### src/rtl/kdarwin_pkg.sv
// Shared KDarwin definitions: AXI length width, read-issuer state encoding,
// and a counter width helper.
package kdarwin_pkg;

    // AXI4 arlen field width.
    localparam int unsigned AXI_LEN_W = 8;

    // Read burst issuer control states.
    typedef enum logic [1:0] {
        RD_IDLE  = 2'd0,
        RD_ISSUE = 2'd1,
        RD_DRAIN = 2'd2,
        RD_DONE  = 2'd3
    } rd_issuer_state_t;

    // Bits needed to hold the values 0..max_val inclusive (at least 1).
    function automatic int unsigned cnt_width(input int unsigned max_val);
        return (max_val < 1) ? 1 : $clog2(max_val + 1);
    endfunction

endpackage

### src/rtl/kdarwin_rd_burst_issuer_counter.sv
// Up/down counter with synchronous load. Used for the in-flight burst count.
// A decrement at zero is dropped so a stray completion can never wrap it.
module KDarwin_counter #(
    parameter int W = 4
) (
    input  logic         clk,
    input  logic         rst,
    input  logic         i_clken,
    input  logic         i_load,
    input  logic [W-1:0] i_load_value,
    input  logic         i_incr,
    input  logic         i_decr,
    output logic [W-1:0] o_count,
    output logic         o_is_zero
);

    logic [W-1:0] r_count;

    // Load wins over counting; simultaneous incr and decr cancel out.
    always_ff @(posedge clk) begin
        if (rst) begin
            r_count <= '0;
        end else if (i_load) begin
            r_count <= i_load_value;
        end else if (i_clken) begin
            if (i_incr && !i_decr) begin
                r_count <= r_count + W'(1);
            end else if (!i_incr && i_decr && (r_count != '0)) begin
                r_count <= r_count - W'(1);
            end
        end
    end

    assign o_count   = r_count;
    assign o_is_zero = (r_count == '0);

endmodule

### src/rtl/kdarwin_rd_burst_issuer.sv
// Read-side AXI4 burst issuer: splits one transfer command into AR bursts of
// at most C_BURST_LEN beats, limits in-flight bursts, counts R-last
// completions and pulses ctrl_done when the whole transfer has returned.
module kdarwin_rd_burst_issuer
    import kdarwin_pkg::*;
#(
    parameter int C_ADDR_WIDTH      = 64,
    parameter int C_DATA_WIDTH      = 512,
    parameter int C_LENGTH_WIDTH    = 32,
    parameter int C_BURST_LEN       = 16,
    parameter int C_MAX_OUTSTANDING = 8
) (
    input  logic                      clk,
    input  logic                      rst,
    input  logic                      ctrl_start,
    input  logic [C_ADDR_WIDTH-1:0]   ctrl_addr_offset,
    input  logic [C_LENGTH_WIDTH-1:0] ctrl_xfer_size_in_beats,
    output logic                      ctrl_busy,
    output logic                      ctrl_done,
    output logic                      m_axi_arvalid,
    input  logic                      m_axi_arready,
    output logic [C_ADDR_WIDTH-1:0]   m_axi_araddr,
    output logic [AXI_LEN_W-1:0]      m_axi_arlen,
    input  logic                      m_axi_rvalid,
    input  logic                      m_axi_rready,
    input  logic                      m_axi_rlast,
    output rd_issuer_state_t          dbg_state
);

    localparam int LP_BPB   = C_DATA_WIDTH / 8;
    localparam int LP_SHIFT = $clog2(C_BURST_LEN);
    localparam int LP_OUT_W = cnt_width(C_MAX_OUTSTANDING);

    localparam logic [C_ADDR_WIDTH-1:0]   LP_STRIDE   = C_ADDR_WIDTH'(C_BURST_LEN * LP_BPB);
    localparam logic [C_LENGTH_WIDTH-1:0] LP_REM_MASK = C_LENGTH_WIDTH'(C_BURST_LEN - 1);
    localparam logic [AXI_LEN_W-1:0]      LP_FULL_LEN = AXI_LEN_W'(C_BURST_LEN - 1);
    localparam logic [LP_OUT_W:0]         LP_MAX_OUT  = (LP_OUT_W + 1)'(C_MAX_OUTSTANDING);

    localparam logic [1:0] S_IDLE  = 2'd0;
    localparam logic [1:0] S_ISSUE = 2'd1;
    localparam logic [1:0] S_DRAIN = 2'd2;
    localparam logic [1:0] S_DONE  = 2'd3;

    logic [1:0]                r_state;
    logic [C_ADDR_WIDTH-1:0]   r_addr;        // address of the next burst to present
    logic [C_LENGTH_WIDTH-1:0] r_bursts_left; // bursts not yet presented on AR
    logic [C_LENGTH_WIDTH-1:0] r_n_bursts;
    logic [C_LENGTH_WIDTH-1:0] r_comp_cnt;
    logic [AXI_LEN_W-1:0]      r_last_len;
    logic                      r_arvalid;
    logic [C_ADDR_WIDTH-1:0]   r_araddr;
    logic [AXI_LEN_W-1:0]      r_arlen;
    logic                      r_busy;
    logic                      r_done;

    // Handshakes: a transfer happens on a rising edge where valid and ready
    // are both high. Once arvalid is raised, araddr/arlen/arvalid hold until
    // arready is seen; R is only observed and a burst completes on
    // rvalid & rready & rlast.
    logic                      w_ar_hs;
    logic                      w_rl_hs;
    logic                      w_accept;
    logic [C_LENGTH_WIDTH-1:0] w_rem;
    logic [C_LENGTH_WIDTH-1:0] w_n_bursts;
    logic [AXI_LEN_W-1:0]      w_last_len;
    logic                      w_comp_act;
    logic [C_LENGTH_WIDTH-1:0] w_comp_next;
    logic [LP_OUT_W-1:0]       w_out_cnt;
    logic                      w_out_zero;
    logic [LP_OUT_W:0]         w_inflight;
    logic                      w_present;

    assign w_ar_hs  = r_arvalid & m_axi_arready;
    assign w_rl_hs  = m_axi_rvalid & m_axi_rready & m_axi_rlast;
    assign w_accept = (r_state == S_IDLE) & ctrl_start;

    // Burst count and final length from the low/high bits of the size.
    assign w_rem      = ctrl_xfer_size_in_beats & LP_REM_MASK;
    assign w_n_bursts = (ctrl_xfer_size_in_beats >> LP_SHIFT)
                      + {{(C_LENGTH_WIDTH-1){1'b0}}, (w_rem != '0)};
    assign w_last_len = (w_rem == '0) ? LP_FULL_LEN : AXI_LEN_W'(w_rem - C_LENGTH_WIDTH'(1));

    assign w_comp_act  = ((r_state == S_ISSUE) || (r_state == S_DRAIN)) & w_rl_hs;
    assign w_comp_next = r_comp_cnt + {{(C_LENGTH_WIDTH-1){1'b0}}, w_comp_act};

    // Credit check counts the burst handshaking this cycle but not a
    // same-cycle completion, so a new burst never overshoots the limit.
    assign w_inflight = {1'b0, w_out_cnt} + {{LP_OUT_W{1'b0}}, w_ar_hs};
    assign w_present  = (r_state == S_ISSUE) && (r_bursts_left != '0)
                     && (w_inflight < LP_MAX_OUT) && (!r_arvalid || w_ar_hs);

    KDarwin_counter #(
        .W (LP_OUT_W)
    ) u_outstanding (
        .clk          (clk),
        .rst          (rst),
        .i_clken      (1'b1),
        .i_load       (w_accept),
        .i_load_value ('0),
        .i_incr       (w_ar_hs),
        .i_decr       (w_rl_hs),
        .o_count      (w_out_cnt),
        .o_is_zero    (w_out_zero)
    );

    // Control FSM, AR channel registers and completion counting.
    always_ff @(posedge clk) begin
        if (rst) begin
            r_state       <= S_IDLE;
            r_addr        <= '0;
            r_bursts_left <= '0;
            r_n_bursts    <= '0;
            r_comp_cnt    <= '0;
            r_last_len    <= '0;
            r_arvalid     <= 1'b0;
            r_araddr      <= '0;
            r_arlen       <= '0;
            r_busy        <= 1'b0;
            r_done        <= 1'b0;
        end else begin
            if (w_comp_act) begin
                r_comp_cnt <= w_comp_next;
            end
            case (r_state)
                S_IDLE: begin
                    if (ctrl_start) begin
                        r_busy        <= 1'b1;
                        r_addr        <= ctrl_addr_offset;
                        r_bursts_left <= w_n_bursts;
                        r_n_bursts    <= w_n_bursts;
                        r_last_len    <= w_last_len;
                        r_comp_cnt    <= '0;
                        r_state       <= (ctrl_xfer_size_in_beats == '0) ? S_DONE : S_ISSUE;
                    end
                end
                S_ISSUE: begin
                    if (w_present) begin
                        r_arvalid     <= 1'b1;
                        r_araddr      <= r_addr;
                        r_arlen       <= (r_bursts_left == C_LENGTH_WIDTH'(1)) ? r_last_len : LP_FULL_LEN;
                        r_addr        <= r_addr + LP_STRIDE;
                        r_bursts_left <= r_bursts_left - C_LENGTH_WIDTH'(1);
                    end else if (w_ar_hs) begin
                        r_arvalid <= 1'b0;
                    end
                    if (w_ar_hs && (r_bursts_left == '0)) begin
                        if (w_comp_next == r_n_bursts) begin
                            r_state <= S_DONE;
                            r_done  <= 1'b1;
                        end else begin
                            r_state <= S_DRAIN;
                        end
                    end
                end
                S_DRAIN: begin
                    if (w_out_zero && (r_comp_cnt == r_n_bursts)) begin
                        r_state <= S_DONE;
                        r_done  <= 1'b1;
                    end
                end
                default: begin
                    // DONE stays until its one-cycle pulse has been emitted;
                    // the zero-length path arrives here with the pulse pending.
                    if (r_done) begin
                        r_done  <= 1'b0;
                        r_busy  <= 1'b0;
                        r_state <= S_IDLE;
                    end else begin
                        r_done <= 1'b1;
                    end
                end
            endcase
        end
    end

    assign m_axi_arvalid = r_arvalid;
    assign m_axi_araddr  = r_araddr;
    assign m_axi_arlen   = r_arlen;
    assign ctrl_busy     = r_busy;
    assign ctrl_done     = r_done;
    assign dbg_state     = rd_issuer_state_t'(r_state);

endmodule

### config.mk
export PLATFORM = sky130hd
export DESIGN_NAME = kdarwin_rd_burst_issuer
export DESIGN_NICKNAME = d
export VERILOG_FILES = /design/src/rtl/kdarwin_pkg.sv /design/src/rtl/kdarwin_rd_burst_issuer_counter.sv /design/src/rtl/kdarwin_rd_burst_issuer.sv
export SDC_FILE = /design/constraint.sdc
export NUM_CORES = 1
export LEC_CHECK = 0
export ABC_AREA = 1
export BUFFER_PORTS_ARGS = -buffer_cell sky130_fd_sc_hd__buf_2
export CAP_MARGIN = 10
export CORE_MARGIN = 2
export CORE_UTILIZATION = 23
export CTS_BUF_LIST = sky130_fd_sc_hd__clkbuf_4
export DETAILED_ROUTE_END_ITERATION = 10
export PLACE_DENSITY = 0.39
export SYNTH_ARGS = -nofsm -noshare
export SYNTH_HDL_FRONTEND = slang
export SYNTH_SLANG_ARGS = --single-unit
### constraint.sdc
create_clock -name clk -period 3.8 [get_ports clk]
set_input_delay 0.57 -clock clk [delete_from_list [all_inputs] [get_ports clk]]
set_output_delay 0.57 -clock clk [all_outputs]
set_load 0.005 [all_outputs]
; Word level (Yosys, flattened, before mapping)
; Index checks and enable logic that the tools add are counted.
[classes]
n_eq_ne = 10
addsub = 8
order_cmp = 1
bitwise = 7
n_reduce_logical = 35
muxes = 30
[ops]
columns = operator, n
row1 = 32-bit two-way mux, 5
row2 = 64-bit two-way mux, 2
row3 = 64-bit case mux with 2 select lines, 1
row4 = 32-bit zero test, 3
row5 = 64-bit by 11-bit adder with 64-bit output (second input constant), 1
row6 = 32-bit equality test, 2
row7 = 32-bit case mux with 2 select lines, 1
row8 = 32-bit nonzero test, 2
row9 = 32-bit by 1-bit adder with 32-bit output, 1
row10 = 32-bit by 1-bit equality test with 1-bit output (second input constant), 1
row11 = 32-bit by 1-bit subtractor with 32-bit output (second input constant), 1
row12 = 28-bit by 1-bit adder with 29-bit output, 1
row13 = 8-bit two-way mux, 2
row14 = 2-bit two-way mux, 5
row15 = 1-bit two-way mux, 9
row16 = 1-bit logical AND, 8
row17 = 4-bit two-way mux, 2
row18 = 4-bit AND reduction, 2
row19 = 2-bit nonzero test, 4
row20 = 4-bit nonzero test, 2
row21 = 2-bit by 1-bit inequality test with 1-bit output (second input constant), 3
row22 = 2-bit case mux with 3 select lines, 1
row23 = 2-bit AND reduction, 3
row24 = 3-bit AND reduction, 2
row25 = 17 further kinds, 27
[totals]
output_inout_bits = 77
elab_cells = 103
register_bits = 249
inputBits = 103

; Depth between registers and ports, before layout
[depth]
depth_word = 8
ltp_mapped = 23
ltp_nobuf = 22

; Hierarchy
; From an unflattened synthesis, not the netlist that was laid out.
[unflattened]
cells_unflattened = 2112
hier_area_um2 = 14181.1
[by_module_without_submodules]
columns = mod, cells_each, area_per_inst_um2, seq_area_each_um2, n_inst
row1 = kdarwin_rd_burst_issuer, 2046, 13780.7, 4724.5, 1
row2 = KDarwin_counter, 66, 400.4, 80.1, 1

; Worst setup path before layout
; No wires, ideal clock.
[synth_path]
path_kind = register to register
startpoint = register r_state[0] (netlist: dbg_state[0])
endpoint = register r_done (netlist: ctrl_done)
n_path_buf = 1
t_required_ns = 3.685
arrival_time_ns = 3.103
period_less_slack_ns = 3.218
stages_incl_launch_ff = 22
setup_ns = 0.115
setup_slack_ns = 0.582
path_cell_list = dfxtp_1 -> inv_1 -> ha_1 -> inv_1 -> nor2_1 -> clkbuf_1 -> ha_1 -> ha_1 -> nand2_1 -> nor2_4 -> nand2_1 -> nor2_4 -> xor2_1 -> nand2_1 -> nor2_1 -> nand2_1 -> nor2_2 -> nand2_1 -> nand2_1 -> nand3_1 -> nand2_1 -> nor2_1
[synth_between]
elab_chain_cells = 7
word_cells_on_any_way = 13
classes_between = 1 x add/sub / 6 x eq/ne / 1 x mux / 2 x bitwise / 3 x reduce/logical
[synth_rtl]
columns = element, line_no
row1 = start: declaration, kdarwin_rd_burst_issuer.sv:44  ; logic [1:0] r_state;
row2 = start signal: assignment, kdarwin_rd_burst_issuer.sv:133  ; r_state <= (ctrl_xfer_size_in_beats == '0) ? S_DONE : S_ISSUE;
row3 = 2-bit by 1-bit equality test with 1-bit output or 2-bit equality test (tied branches), "kdarwin_rd_burst_issuer.sv:83, kdarwin_rd_burst_issuer.sv:124"
row4 = 1-bit logical OR, kdarwin_rd_burst_issuer.sv:83  ; assign w_comp_act = ((r_state == S_ISSUE) || (r_state == S_DRAIN)) & w_rl_hs;
row5 = 1-bit AND, kdarwin_rd_burst_issuer.sv:83
row6 = 32-bit by 1-bit adder with 32-bit output, kdarwin_rd_burst_issuer.sv:84  ; assign w_comp_next = r_comp_cnt + {{(C_LENGTH_WIDTH-1){1'b0}}, w_comp_act};
row7 = 32-bit equality test, kdarwin_rd_burst_issuer.sv:147  ; if (w_comp_next == r_n_bursts) begin
row8 = 2-bit by 1-bit inequality test with 1-bit output (no line), n/a
row9 = 4-bit AND reduction (no line), n/a
row10 = end signal: assignment, kdarwin_rd_burst_issuer.sv:149  ; r_done <= 1'b1;
row11 = end signal: assignment, kdarwin_rd_burst_issuer.sv:158  ; r_done <= 1'b1;
row12 = end signal: assignment, kdarwin_rd_burst_issuer.sv:165  ; r_done <= 1'b0;
row13 = end: declaration, kdarwin_rd_burst_issuer.sv:54  ; logic r_done;
; Parallel ways exist; a longest one is shown, timed or not.
; A chain may end at the register's enable or synchronous reset.

; Final worst setup path
[layout_path]
startpoint = register r_state[0] (netlist: dbg_state[0])
endpoint = register r_state[0] (netlist: dbg_state[0])
[layout_between]
elab_chain_cells = 8
word_cells_on_any_way = 15
classes_between = 1 x add/sub / 6 x eq/ne / 3 x mux / 1 x bitwise / 4 x reduce/logical
[layout_rtl]
columns = element, line_no
row1 = 2-bit by 1-bit equality test with 1-bit output or 2-bit equality test (tied branches), "kdarwin_rd_burst_issuer.sv:83, kdarwin_rd_burst_issuer.sv:124"
row2 = 1-bit logical OR, kdarwin_rd_burst_issuer.sv:83
row3 = 1-bit AND, kdarwin_rd_burst_issuer.sv:83
row4 = 32-bit by 1-bit adder with 32-bit output, kdarwin_rd_burst_issuer.sv:84
row5 = 32-bit equality test, kdarwin_rd_burst_issuer.sv:147
row6 = 1-bit two-way mux, kdarwin_rd_burst_issuer.sv:147
row7 = 2-bit two-way mux, kdarwin_rd_burst_issuer.sv:146  ; if (w_ar_hs && (r_bursts_left == '0)) begin
row8 = 2-bit case mux with 3 select lines, kdarwin_rd_burst_issuer.sv:124  ; case (r_state)
; Parallel ways exist; a longest one is shown, timed or not. The select of a mux whose other input is x is not followed.

==> flow_summary.json <==
{
  "rows": 90,
  "dpl_worst_slack_ps": 576,
  "grt_max_degree": 109,
  "placed_area_sq_mm": 0.0155,
  "fp.dieArea_sq_mm": 0.0623,
  "drive_gt1_share_pct": 16.4,
  "yosys_most_used_dff": "dfxtp_1",
  "fin_ws_ps": 562,
  "dp_hpwl_um": 40300,
  "swShare_pct": 44.5,
  "slew_viol_final": 0,
  "path_buf_inv": 2,
  "p_switching_mw": 4.79,
  "cp_cell_sequence": "inv_1 -> ha_1 -> inv_1 -> nor2_2 -> ha_1 -> ha_1 -> nand2_1 -> nor2_4 -> nand2_1 -> nor2_4 -> nand4_1 -> nand2_1 -> nand2_1 -> nor2_1 -> nand2_1 -> nor2_2 -> nand3_1 -> nand2_1 -> nand2_1 -> a21oi_1",
  "dr.first_iter.drc_count": 854,
  "worstPathArrival_ps": 3910,
  "synth_edf_count": 0,
  "syn_area_sq_mm": 0.0139,
  "wl_met2_um": 25000,
  "top_layer_used": "met4",
  "finalHoldViolations": 0,
  "slew_headroom_pct": 29.8,
  "grt_pass1_vias": 14600,
  "hold_slack_ps": 97.7,
  "combPwrFrac_pct": 39.5,
  "cp.required_ps": 4470,
  "die-height_um": 250,
  "h-tree-depth": 3,
  "area_growth_pct": 20.8,
  "pwr-share-clk_pct": 24.0,
  "initial_utilization_pct": 23.1,
  "final_cell_area_sq_mm": 0.0168,
  "drv_cap": 0,
  "final_cell_mix": "487 x nand2_1, 240 x nor2_1, 240 x dfxtp_1",
  "syn_avg_cell_area_sq_um": 6.66,
  "wirelength_um": 54900,
  "rsz0062_at_grt": "no",
  "vias": 14600,
  "final_antenna_net_count": 0,
  "drtPass1Iterations": 5,
  "vdd_drop_max_mv": 0.527,
  "tightest_slew_ps": 1050,
  "status": "complete, no violations",
  "drc": 0,
  "startpoint_type": "register",
  "root_buffer": "clkbuf_4",
  "clk_path_buf_depth": 3,
  "static-leakage-power_nw": 6.81,
  "final_common_cell": "nand2_1",
  "cts_tree": "yes",
  "syn-num-nets": 2203,
  "p_int_mw": 5.98,
  "period_minus_slack_ps": 3240,
  "crit_fanout": 5,
  "critPathSlowestCell": "dfxtp_1",
  "core_area_sq_mm": 0.0600,
  "post_cts_resized": 0,
  "synth_seq_cells": 240,
  "met1Wirelength_um": 26000,
  "setup_violations": 0,
  "seq_power_share_pct": 36.5,
  "slowest_delay_ps": 410,
  "synth_cells": 2085,
  "crit_path_end_kind": "register",
  "total_power_mw": 10.8,
  "yosys_warnings": 0,
  "port-buffer-count": 179,
  "grt_pass1_wl_um": 85100,
  "numClockSinks": 240,
  "crit_family": "simple AND/OR/NAND/NOR gates",
  "powerDensity_mw_per_mm2": 643,
  "gp_congestion": 0.872,
  "clk_pin_slew_ps": 70,
  "final_nets": 2419,
  "postSynth.asyncResetShare_pct": 0,
  "clock-skew-final_ps": 77.9,
  "synthDistinctLibCells": 53,
  "fin_crit_sh_pct": 85.2,
  "die_w_um": 250,
  "grt_usage_pct": 17.5,
  "clock_latency_ps": 790,
  "hold_path.class": "input pin to register",
  "wire_per_inst_um": 17.5,
  "fmaxAchievable_mhz": 309,
  "cts_inserted_buffers": 76,
  "ys_seq_area_share_pct": 34.6,
  "dr_wl_met3_um": 2300,
  "grt_antenna_before_repair": 2,
  "tns_ps": 0,
  "cp_common_cell": "nand2_1",
  "post_drt_via_cell_ratio": 4.64,
  "critPathKind": "register to register",
  "io_pins": 180,
  "grt_remaining_overflow": 0
}
cells by family (layout without fill, tap and decap cells):
family	count (synthesis)	count (layout)	share of synthesized area, %
simple gates	1007	1007	31.7
fa+ha+maj	15	15	1.41
other cells	0	4	0
xor+xnor	125	125	7.89
flops	240	240	34.6
compound gates	418	418	16.4
buf+inv	280	546	8.00
layout make-up:
class | instances | area, sq um
fill | 6756 | 43300
multi-input combinational | 1565 | 7980
sequential | 240 | 4800
timing repair buffer | 230 | 1370
tap | 782 | 978
clock buffer | 110 | 826
inverter | 188 | 709
clock inverter | 18 | 85.1
antenna | 4 | 10.0
worst register-to-register path: stages, from the launching register on:
cell	delay (ps)
dfxtp_1	410
inv_1	110
ha_1	360
inv_1	80
nor2_2	140
ha_1	210
ha_1	200
nand2_1	130
nor2_4	170
nand2_1	180
nor2_4	210
nand4_1	90
nand2_1	100
nand2_1	60
nor2_1	90
nand2_1	60
nor2_2	180
nand3_1	110
nand2_1	100
nand2_1	50
a21oi_1	120
Yosys cell counts (9+ instances only):
| cell | n | area, sq um |
|---|---|---|
| xor2_1 | 81 | 709 |
| clkbuf_1 | 65 | 244 |
| a31oi_1 | 44 | 275 |
| nor4_1 | 23 | 144 |
| nand2_1 | 487 | 1830 |
| nor2_2 | 11 | 68.8 |
| nand3_1 | 92 | 460 |
| ha_1 | 14 | 175 |
| nor2_4 | 11 | 124 |
| buf_2 | 17 | 85.1 |
| dfxtp_1 | 240 | 4800 |
| inv_1 | 182 | 683 |
| a211oi_1 | 12 | 90.1 |
| a21oi_1 | 163 | 816 |
| nand4_1 | 44 | 275 |
| nand2_2 | 9 | 56.3 |
| nor3_1 | 53 | 265 |
| o21ai_0 | 166 | 831 |
| xnor2_1 | 44 | 385 |
| nor2_1 | 242 | 908 |
| or2_2 | 13 | 81.3 |
sequential cells by signal, indices dropped and copies added, names as in the netlist:
signal and cells:
dbg_state 2, r_addr 64, r_last_len 5, u_outstanding.o_count 4, ctrl_done 1, m_axi_araddr 64
m_axi_arvalid 1, r_n_bursts 29, r_comp_cnt 32, m_axi_arlen 5, r_bursts_left 32, ctrl_busy 1
metal layers:
layer,vias to the layer above,track usage (%)
met5,-,0
met3,96,3.10
met2,328,28.1
met4,0,6.99
met1,6770,23.2
li1,7357,-
path summary, 6_finish.rpt:
| kind | slack (ps) | startpoint | end | depth (start not counted) |
|---|---|---|---|---|
| worst min-delay path | 100 | ctrl_addr_offset[4] | r_addr[4] | 3 |
| worst max register to register | 560 | dbg_state[0] | dbg_state[0] | 20 |
| worst min register to register | 430 | r_addr[9] | m_axi_araddr[9] | 2 |
| worst max-delay path | 560 | dbg_state[0] | dbg_state[0] | 20 |
through the flow:
step / instances / utilization (%)
floorplan: 2085 / -
global route: 3136 / 27.9
CTS: 3133 / 27.9
detailed placement: 2975 / 25.9
finish: 3137 / 27.9
global placement: 2975 / 25.9
repair_timing:
action	in CTS	in global routing
hold buffers	30	0
hold endpoints to repair	30	0
buffers inserted	0	0
power by group through the flow:
stage / registers (mW) / clock network, mW / logic (mW)
3_3_place_gp: 3.97 / 0 / 4.26
4_1_cts: 3.93 / 2.72 / 4.32
6_report: 3.93 / 2.59 / 4.25
2_1_floorplan: 3.78 / 0 / 2.97
3_5_place_dp: 3.97 / 0 / 4.27
5_1_grt: 4.05 / 2.85 / 4.83
Note: power is estimated with default switching activity, not from simulation.
